**config.mk**
```make
export PLATFORM = sky130hd
export DESIGN_NAME = i2c_reg_bridge
export DESIGN_NICKNAME = d
export VERILOG_FILES = /design/src/rtl/i2c_reg_bridge.sv
export SDC_FILE = /design/constraint.sdc
export NUM_CORES = 1
export LEC_CHECK = 0
export CAP_MARGIN = 20
export CORE_MARGIN = 1
export CORE_UTILIZATION = 30
export CTS_BUF_LIST = sky130_fd_sc_hd__clkbuf_8
export DETAILED_ROUTE_END_ITERATION = 6
export DONT_BUFFER_PORTS = 1
export GPL_ROUTABILITY_DRIVEN = 0
export PLACE_DENSITY = 0.44
export SLEW_MARGIN = 30
export SYNTH_ARGS = -nofsm -noshare
export SYNTH_HDL_FRONTEND = slang
export SYNTH_SLANG_ARGS = --single-unit
```
**constraint.sdc**
```tcl
create_clock -name clk -period 5.85 [get_ports clk]
set_clock_uncertainty 0.1 [all_clocks]
set_input_delay 1.17 -clock clk [delete_from_list [all_inputs] [get_ports clk]]
set_output_delay 1.17 -clock clk [all_outputs]
set_load 0.005 [all_outputs]
```
**src/rtl/i2c_reg_bridge.sv**
```systemverilog
// rtl/i2c_reg_bridge.sv - I2C-framed register file beside an i2c_peripheral
// Watches SCL/SDA, writes rx bytes into registers via a pointer byte, and serves tx on reads.
module i2c_reg_bridge #(
   parameter int NUM_REGS = 8,
   parameter int PTR_W    = 3
) (
   input  logic                  clk,
   input  logic                  rst_n,
   input  logic                  scl_in,
   input  logic                  sda_in,
   input  logic [7:0]            rx,
   output logic [7:0]            tx,
   output logic [8*NUM_REGS-1:0] reg_out,
   output logic                  wr_strobe,
   output logic [PTR_W-1:0]      wr_addr,
   output logic [7:0]            wr_data,
   output logic [PTR_W-1:0]      ptr
);

   typedef enum logic [2:0] {IDLE, ADDR, PTR, WRITE, READ, IGNORE} state_t;

   state_t            state, state_nx;
   logic [2:0]        scl_sy, sda_sy;
   logic [3:0]        bit_cnt;
   logic              rw;
   logic              ack_ptr, ack_wr;
   logic [7:0]        regs [NUM_REGS];
   logic [PTR_W-1:0]  ptr_inc;
   logic              scl_rise, start_det, stop_det, bit_evt, ack_slot, sda_bit;

   // Index [1] is the synchronised level, [2] the previous one for edge detection.
   assign sda_bit   = sda_sy[1];
   assign scl_rise  = scl_sy[1] & ~scl_sy[2];
   assign start_det = scl_sy[1] & sda_sy[2] & ~sda_sy[1];
   assign stop_det  = scl_sy[1] & ~sda_sy[2] & sda_sy[1];
   assign bit_evt   = scl_rise & ~start_det & ~stop_det & (state != IDLE);
   assign ack_slot  = bit_evt & (bit_cnt == 4'd8);
   assign ptr_inc   = ptr + PTR_W'(1);

   always_comb begin
      reg_out = '0;
      for (int k = 0; k < NUM_REGS; k++) reg_out[8*k +: 8] = regs[k];
   end

   always_ff @(posedge clk or negedge rst_n) begin
      if (!rst_n) state <= IDLE;
      else        state <= state_nx;
   end

   always_comb begin
      state_nx = state;
      if (start_det) begin
         state_nx = ADDR;
      end else if (stop_det) begin
         state_nx = IDLE;
      end else if (ack_slot) begin
         case (state)
            ADDR:    state_nx = sda_bit ? IGNORE : (rw ? READ : PTR);
            PTR:     state_nx = WRITE;
            READ:    state_nx = sda_bit ? IGNORE : READ;
            default: state_nx = state;
         endcase
      end
   end

   always_ff @(posedge clk or negedge rst_n) begin
      if (!rst_n) begin
         scl_sy    <= 3'b111;
         sda_sy    <= 3'b111;
         bit_cnt   <= 4'd0;
         rw        <= 1'b0;
         ack_ptr   <= 1'b0;
         ack_wr    <= 1'b0;
         tx        <= 8'h00;
         ptr       <= '0;
         wr_strobe <= 1'b0;
         wr_addr   <= '0;
         wr_data   <= 8'h00;
         for (int k = 0; k < NUM_REGS; k++) regs[k] <= 8'h00;
      end else begin
         scl_sy    <= {scl_sy[1:0], scl_in};
         sda_sy    <= {sda_sy[1:0], sda_in};
         wr_strobe <= 1'b0;

         if (start_det || stop_det)
            bit_cnt <= 4'd0;
         else if (bit_evt)
            bit_cnt <= (bit_cnt == 4'd8) ? 4'd0 : bit_cnt + 4'd1;

         if (bit_evt && state == ADDR && bit_cnt == 4'd7) rw <= sda_bit;

         // rx settles on the same SCL rise, so it is consumed one clk after the ACK-slot detect.
         ack_ptr <= ack_slot && state == PTR;
         ack_wr  <= ack_slot && state == WRITE;

         if (ack_slot && state == ADDR && !sda_bit && rw) tx <= regs[ptr];
         if (ack_slot && state == READ) begin
            ptr <= ptr_inc;
            tx  <= regs[ptr_inc];
         end

         if (ack_ptr) ptr <= rx[PTR_W-1:0];
         if (ack_wr) begin
            regs[ptr] <= rx;
            wr_strobe <= 1'b1;
            wr_addr   <= ptr;
            wr_data   <= rx;
            ptr       <= ptr_inc;
         end
      end
   end

endmodule

```
==> results.cfg, run 1 <==
[cts]
cts.repair.resized = 0
cts_setup_buffers = 0
post_cts_hold_buffer_count = 0
clock_tree_buf_depth = 2
clock_latency_ps = 400
numCtsBuffers = 9
clock_tree.root_cell = sky130_fd_sc_hd__clkbuf_8
clock_tree_from_tritoncts = built
clock_sinks = 103
clk_pin_slew_worst_paths_ps = 110
ctsHtreeMaxLevel = 3

[floorplanning]
die_width_um = 133
start_util_pct = 30.9
design.core.area_um2 = 16600
ios = 99
die_height_um = 133
row_count = 47
die-area_um2 = 17700

[yosys]
synth_flop_cell = sky130_fd_sc_hd__dfrtp_1
synth_fp_nets = 380
synth_edf_count = 0
netlist_instances = 365
sequential_share_of_the_synthesized_area_pct = 50.3
synthTopCellsByCount = sky130_fd_sc_hd__dfrtp_1 (97), sky130_fd_sc_hd__mux2_2 (62), sky130_fd_sc_hd__mux4_2 (32)
synth_area_um2 = 5140
synth.avg_cell_area_um2 = 14.1
synth-async-reset-ratio_pct = 100
synth.top_cells.by_area = sky130_fd_sc_hd__dfrtp_1 (47%), sky130_fd_sc_hd__mux4_2 (14%), sky130_fd_sc_hd__mux2_2 (14%), sky130_fd_sc_hd__dfstp_2 (3.1%), sky130_fd_sc_hd__mux2i_1 (2.3%)
synthDistinctLibCells = 47
synth_area_leader_cell = sky130_fd_sc_hd__dfrtp_1
synth-warning-count = 0
synth_top_cell_area_share_pct = 47.2
synth.most_common_cell = sky130_fd_sc_hd__dfrtp_1
count_of_state_elements_after_synthesis = 103

[power]
total_switching_power_mw = 0.332
power.static_leakage_nw = 2.33
power.share.switching_pct = 26.5
cell_internal_pwr_mw = 0.923
seq_power_share_pct = 60.1
p_comb_share_pct = 3.3
ir_drop_worst_vdd_mv = 0.111
power_density_over_the_cells_nw_per_um2 = 227
pwr-share-clk_pct = 36.5

[placement]
place.port_buffers = 0
dpl-instance-area_um2 = 5340
dp.cells = 566
detailed_place_hpwl_mm = 9.15

[finish]
post_route_cells_drive_above_1_share_pct = 36.2
antenna_diode_count = 0
stdcell_area_um2 = 5540
layout-area-overhead-vs-synth_pct = 7.69
nNetsFinal = 372
layoutNonFillerInstCount = 582

[grt]
globalRouteTotalUtil_pct = 16.8
grt_max_degree = 104
grt_pass1_wl_mm = 21.5
grt_pass1_vias = 3230
grt_overflow_total = 0
grt_antenna_before_repair = 0

[critical_path]
crit_arrival_ps = 3220
critPathRequiredTime_ps = 6050
reg2regPathDepth = 5
max_fo_critical_path = 41
critPathCaptureType = flip-flop
critical_path_class = reg -> reg
critical_path_start_type = flip-flop

[sta]
rsz0062_at_grt = no
post-route-period-util_pct = 51.6
slew_violations = 0
tightest_slew_ps = 955
max_clock_freq_mhz = 332
setup_viol = 0
maxSlewHeadroom_pct = 36.3
timing_hold_violations_final = 0
final.setup.tns_ps = 0
finalWorstPathRequiredPeriod_ps = 3020

[drt]
drtAntennaViolNets = 0
detailedRoute.firstIterationViolations = 105
detail_route.wirelength_mm = 13.9
post-route-drc-count = 0
vias = 3091
vias_per_cell = 5.31
detail_route.first_pass.iterations = 4
wire_per_inst_um = 23.8

[hold_path]
min_path_cells = 0
worst_hold_path_type = reg -> reg

[run]
max_cap_violations = 0

[status]
status = complete, no violations
[path summary, 6_finish.rpt]
path	endpoint	from	slack, ps
max	tx[0]	ptr[0]	2830
min	scl_sy[1]	scl_sy[0]	270
max reg2reg	tx[0]	ptr[0]	2830
min reg2reg	scl_sy[1]	scl_sy[0]	270
max in group asynchronous	scl_sy[2]	rst_n	5060
min in group asynchronous	reg_out[22]	rst_n	350
[power by group through the flow]
stage	logic, mW	clock network, mW	registers, mW
final	0.0419	0.459	0.755
after global routing	0.0480	0.508	0.759
after CTS	0.0419	0.484	0.755
after detailed placement	0.0419	0	0.769
after global placement	0.0405	0	0.768
after floorplan	0.0394	0	0.759
[state kept, by name, summed over array words and instances (netlist names)]
signal and count:
ack_wr 1, wr_addr 3, sda_sy 3, bit_cnt 4
scl_sy 3, wr_strobe 1, wr_data 8, state 3
reg_out 64, tx 8, ack_ptr 1, rw 1
ptr 3
[per-stage QoR]
step	setup slack, ps	power [mW]	util (%)	hold slack, ps
floorplan	3660	0.799	-	245
finish	2830	1.26	33.3	265
detailed placement	2800	0.811	32.1	250
global route	2650	1.31	33.3	272
global placement	2590	0.809	32.1	250
CTS	2780	1.28	33.2	270
[kinds of logic after synthesis]
| kind of cell | after synthesis | synth area share, % |
|---|---|---|
| xor gates and xnor gates | 4 | 1.05 |
| muxes | 114 | 31.7 |
| DFF | 103 | 50.3 |
| AOI/OAI and AO/OA | 45 | 5.52 |
| adders and majority gates | 3 | 0.730 |
| buffers and inverters | 29 | 2.63 |
| and+or+nand+nor | 67 | 8.13 |
[worst max-delay path, cell delays in order (launching register included)]
cell and delay (ps):
sky130_fd_sc_hd__dfrtp_2 1020, sky130_fd_sc_hd__ha_2 760, sky130_fd_sc_hd__mux4_2 590, sky130_fd_sc_hd__mux2i_1 150
sky130_fd_sc_hd__o22ai_1 90, sky130_fd_sc_hd__a31o_1 210
[layout by cell type (no fill, tap or decap), types with 8 or more instances in the layout]
cell type,n
sky130_fd_sc_hd__mux2_1,8
sky130_fd_sc_hd__mux2_2,62
sky130_fd_sc_hd__dfrtp_1,96
sky130_fd_sc_hd__mux2i_1,12
sky130_fd_sc_hd__o21ai_0,15
sky130_fd_sc_hd__clkbuf_8,9
sky130_fd_sc_hd__nor2b_1,8
sky130_fd_sc_hd__o22ai_1,8
sky130_fd_sc_hd__nand2_1,12
sky130_fd_sc_hd__mux4_2,32
sky130_fd_sc_hd__nor2_1,14
[metal layers]
metal | vias up | wire length (um) | global-route usage [%]
li1 | 1372 | - | -
met1 | 1618 | 5860 | 20.6
met3 | 10 | 1040 | 6.40
met4 | 0 | 129 | 3.90
met5 | - | 0 | 0
met2 | 91 | 6830 | 27.9
[area by class of cell]
class / instances / area, um^2
clock buffer: 9 / 124
clock inverter: 7 / 70.1
fill: 1658 / 11100
inverter: 6 / 22.5
multi-input combinational: 233 / 2430
sequential: 103 / 2590
tap: 220 / 275
timing repair buffer: 4 / 30.0
Power figures use the tool's default switching activity.
==> inputs of run 2 (changes only) <==
==> constraint.sdc (replaced) <==
create_clock -name clk -period 3 [get_ports clk]
set_clock_uncertainty 0.1 [all_clocks]
set_input_delay 0.6 -clock clk [delete_from_list [all_inputs] [get_ports clk]]
set_output_delay 0.6 -clock clk [all_outputs]
set_load 0.005 [all_outputs]
==> run 2 against run 1 <==
Against the previous run: critical path type unchanged; sequential power up 95%; final cell count up 1.0%; the run now ends with negative hold slack left; critical endpoint unchanged; maximum frequency up 17%; worst hold slack worse by 470 ps; non-clock buffer count up 7; global-route usage up 0.17 points; clock power up 100%.
==> results.cfg, run 2 (same netlist as run 1, synthesis figures left out) <==
[status]
status = finished, violations left
violations = negative hold slack

[drt]
vias_per_cell = 5.35
post-route-drc-count = 0
wire_per_inst_um = 24.0
vias = 3145
detail_route.first_pass.iterations = 4
detail_route.wirelength_mm = 14.1
drtAntennaViolNets = 0
detailedRoute.firstIterationViolations = 115

[critical_path]
max_fo_critical_path = 14
crit_arrival_ps = 2810
cpMaxStageDelayCell = sky130_fd_sc_hd__nand4bb_1
reg2regPathDepth = 8
worstPathCellList = inv_1, ha_1, nand3b_1, nor4_4, nand4bb_1, buf_4, o22ai_1, a31o_1
critPathRequiredTime_ps = 3230
critical_path_class = reg -> reg
critical_path_start_type = flip-flop
cp.depth = 8
largest_delay_share_family_worst_path = simple AND/OR/NAND/NOR gates
critical_path.n_buffers_inverters = 2
critPathCaptureType = flip-flop
cpPeakStageDelay_ps = 500

[cts]
clock_latency_ps = 380
clock_tree_buf_depth = 2
clock_tree.root_cell = sky130_fd_sc_hd__clkbuf_8
clock_tree_from_tritoncts = built
clock_sinks = 103
numCtsBuffers = 9
ctsHtreeMaxLevel = 3
cts.repair.resized = 0
cts_setup_buffers = 0
clk_pin_slew_worst_paths_ps = 100

[finish]
post_route_cells_drive_above_1_share_pct = 36.7
final_common_cell = sky130_fd_sc_hd__dfrtp_1
nNetsFinal = 379
largest_register_ffs = 64
stdcell_area_um2 = 5590
num-fill-cells = 1666
antenna_diode_count = 0
layout_common_cells = sky130_fd_sc_hd__dfrtp_1 (96), sky130_fd_sc_hd__mux2_2 (62), sky130_fd_sc_hd__mux4_2 (32)
layout-area-overhead-vs-synth_pct = 8.73
layoutNonFillerInstCount = 588

[grt]
grt_max_degree = 104
grt_overflow_total = 0
globalRouteTotalUtil_pct = 17.0
grt_antenna_before_repair = 0
grt_pass1_wl_mm = 21.9
grt_pass1_vias = 3352

[hold_path]
worst_hold_path_type = in -> async

[sta]
setup_viol = 0
tightest_slew_ps = 725
max_clock_freq_mhz = 388
rsz0062_at_grt = no
final.setup.tns_ps = 0
maxSlewHeadroom_pct = 51.6
post-route-period-util_pct = 86.0
hold_slack_ps = -201
slew_violations = 0
timing_hold_violations_final = 97
fin_ws_ps = 421
finalWorstPathRequiredPeriod_ps = 2580

[floorplanning]
row_count = 47
start_util_pct = 30.9
die_height_um = 133
ios = 99
design.core.area_um2 = 16600
die_width_um = 133
die-area_um2 = 17700

[power]
report.power.total_mw = 2.48
ir_drop_worst_vdd_mv = 0.229
power.static_leakage_nw = 2.37
power_density_over_the_cells_nw_per_um2 = 443

[placement]
detailed_place_hpwl_mm = 9.63
dpl-instance-area_um2 = 5390
place.port_buffers = 0
place_worst_setup_slack_ps = 438
dp.cells = 573

[run]
max_cap_violations = 0
[run 2: final timing paths]
path | from | endpoint | slack (ps)
max reg2reg | bit_cnt[0] | tx[0] | 420
min in group clk | sda_in | sda_sy[0] | 110
min reg2reg | sda_sy[0] | sda_sy[1] | 260
min | rst_n | wr_data[3] | -200
max | bit_cnt[0] | tx[0] | 420
max in group asynchronous | rst_n | scl_sy[2] | 2740
[run 2: stage by stage]
step | util (%) | hold WS [ps]
after floorplan | - | 204
after global placement | 32.4 | 207
after detailed placement | 32.4 | 206
after CTS | 33.6 | -236
after global routing | 33.6 | -239
final | 33.6 | -201
[run 2: layout make-up]
cell class	count	area [um^2]	share of cell area, %
inverter	6	22.5	0.403
clock inverter	5	65.1	1.16
tap	220	275	4.92
sequential	103	2590	46.3
timing repair buffer	11	82.6	1.48
clock buffer	10	138	2.46
multi-input combinational	233	2420	43.3
[run 2: layer usage]
metal / up-vias / part of all wire, % / GRT usage (%)
li1: 1377 / - / -
met1: 1667 / 41 / 20.1
met2: 89 / 50 / 28.4
met3: 12 / 7.5 / 6.93
met4: 0 / 1.4 / 4.41
met5: - / 0 / 0
[run 2: power by group]
part / internal, mW / switching [mW] / total [mW]
Sequential: 1.42 / 0.0499 / 1.47
Clock: 0.413 / 0.507 / 0.920
Combinational: 0.0473 / 0.0337 / 0.0810
Total: 1.88 / 0.590 / 2.48
==> inputs of run 3 (changes only) <==
--- a/config.mk
+++ b/config.mk
@@ -12,6 +12,7 @@
 export DETAILED_ROUTE_END_ITERATION = 6
 export DONT_BUFFER_PORTS = 1
 export GPL_ROUTABILITY_DRIVEN = 0
+export MAX_ROUTING_LAYER = met4
 export PLACE_DENSITY = 0.44
 export SLEW_MARGIN = 30
 export SYNTH_ARGS = -nofsm -noshare
==> run 3 against run 2 <==
Against the previous run: the run still ends with negative hold slack left; worst hold slack gained 3.4 ps; global-route usage is 0.53 points higher; clock power about the same; critical endpoint unchanged; die area stayed put; first-iteration DRC count up 2.6%; sequential share of layout area unchanged.
==> results.cfg, run 3 (same netlist as run 1, synthesis figures left out) <==
[drt]
detailedRoute.firstIterationViolations = 118
drtAntennaViolNets = 0
vias = 3135
detail_route.wirelength_mm = 14.1
wire_per_inst_um = 23.9
vias_per_cell = 5.33
detail_route.first_pass.iterations = 4
post-route-drc-count = 0

[finish]
layout_common_cells = sky130_fd_sc_hd__dfrtp_1 (96), sky130_fd_sc_hd__mux2_2 (62), sky130_fd_sc_hd__mux4_2 (32)
num-fill-cells = 1666
antenna_diode_count = 0
stdcell_area_um2 = 5590
finalCoreUtilization_pct = 33.6
regArea_um2 = 2590
largest_register_ffs = 64
layoutNonFillerInstCount = 588
final_common_cell = sky130_fd_sc_hd__dfrtp_1
layout-area-overhead-vs-synth_pct = 8.73
multi_input_area_um2 = 2420
nNetsFinal = 379
post_route_cells_drive_above_1_share_pct = 36.7

[sta]
hold_slack_ps = -197
setup_viol = 0
timing_hold_violations_final = 97
post-route-period-util_pct = 86.1
finalWorstPathRequiredPeriod_ps = 2580
fin_ws_ps = 417
slew_violations = 0
final.setup.tns_ps = 0
tightest_slew_ps = 753
rsz0062_at_grt = no
max_clock_freq_mhz = 387
maxSlewHeadroom_pct = 49.7

[cts]
clock_sinks = 103
clock_tree.root_cell = sky130_fd_sc_hd__clkbuf_8
cts.repair.resized = 0
cts_setup_buffers = 0
clock_tree_buf_depth = 2
clock_tree_from_tritoncts = built
clock_latency_ps = 380
numCtsBuffers = 9
ctsHtreeMaxLevel = 3
clk_pin_slew_worst_paths_ps = 100

[critical_path]
reg2regPathDepth = 8
cp.depth = 8
worstPathCellList = inv_1, ha_1, nand3b_1, nor4_4, nand4bb_1, buf_4, o22ai_1, a31o_1
critical_path_start_type = flip-flop
max_fo_critical_path = 14
critical_path.n_buffers_inverters = 2
cpMaxStageDelayCell = sky130_fd_sc_hd__nand4bb_1
critical_path_class = reg -> reg
rr_startpoint = bit_cnt[0]
largest_delay_share_family_worst_path = simple AND/OR/NAND/NOR gates
setup.worst_path.start = bit_cnt[0]
critPathRequiredTime_ps = 3230
critPathCaptureType = flip-flop
timing.reg2reg.setup_slack_ps = 420
crit_arrival_ps = 2810
cpPeakStageDelay_ps = 500
regToRegEndpoint = tx[0]
worstSetupEndpoint = tx[0]

[floorplanning]
start_util_pct = 30.9
die_width_um = 133
die_height_um = 133
design.core.area_um2 = 16600
ios = 99
row_count = 47
die-area_um2 = 17700

[power]
report.power.total_mw = 2.47
ir_drop_worst_vdd_mv = 0.228
power.static_leakage_nw = 2.37
power_density_over_the_cells_nw_per_um2 = 442

[grt]
grt_antenna_before_repair = 0
grt_pass1_wl_mm = 22.0
grt_pass1_vias = 3343
grt_max_degree = 104
globalRouteTotalUtil_pct = 17.5
grt_overflow_total = 0

[placement]
dp.cells = 573
detailed_place_hpwl_mm = 9.63
place.port_buffers = 0
place_worst_setup_slack_ps = 438
dpl-instance-area_um2 = 5390

[run]
max_cap_violations = 0

[status]
violations = negative hold slack
status = finished, violations left

[hold_path]
worst_hold_path_type = in -> async
run 3: cell counts in the layout (fill, tap and decap cells not counted):
No cell type changed its count.
run 3: power by group:
group | internal (mW) | switching, mW
combinational | 0.0473 | 0.0339
sequential | 1.42 | 0.0497
clock | 0.413 | 0.503
total | 1.89 | 0.587
run 3: how the worst min path moves through the flow:
stage / to / from / slack (ps)
after floorplan: ack_ptr / rst_n / 200
after global placement: wr_data[3] / rst_n / 210
after detailed placement: wr_data[3] / rst_n / 210
after CTS: reg_out[36] / rst_n / -240
after global routing: reg_out[52] / rst_n / -240
final: wr_data[3] / rst_n / -200
run 3: final cells by class:
| cell class | instances | area share [%] |
|---|---|---|
| flip-flops and latches | 103 | 46.3 |
| multi-input cells | 233 | 43.3 |
| well taps | 220 | 4.92 |
| clock buffers | 10 | 2.46 |
| repair buffers | 11 | 1.48 |
| clock inverters | 5 | 1.16 |
| inverters | 6 | 0.403 |
run 3: per-layer routing:
| layer | GRT usage [%] | up-vias | part of all wire, % | wire length, um |
|---|---|---|---|---|
| met5 | - | - | 0 | 0 |
| met4 | 4.41 | 0 | 1.2 | 175 |
| met3 | 7.13 | 9 | 7.7 | 1080 |
| met2 | 28.5 | 92 | 51 | 7110 |
| met1 | 19.9 | 1658 | 40 | 5690 |
| li1 | - | 1376 | - | - |
run 3: worst reg2reg max path, stage by stage, from the launching register on:
cell,delay (ps)
sky130_fd_sc_hd__dfrtp_1,430
sky130_fd_sc_hd__inv_1,70
sky130_fd_sc_hd__ha_1,200
sky130_fd_sc_hd__nand3b_1,150
sky130_fd_sc_hd__nor4_4,380
sky130_fd_sc_hd__nand4bb_1,500
sky130_fd_sc_hd__buf_4,380
sky130_fd_sc_hd__o22ai_1,190
sky130_fd_sc_hd__a31o_1,130
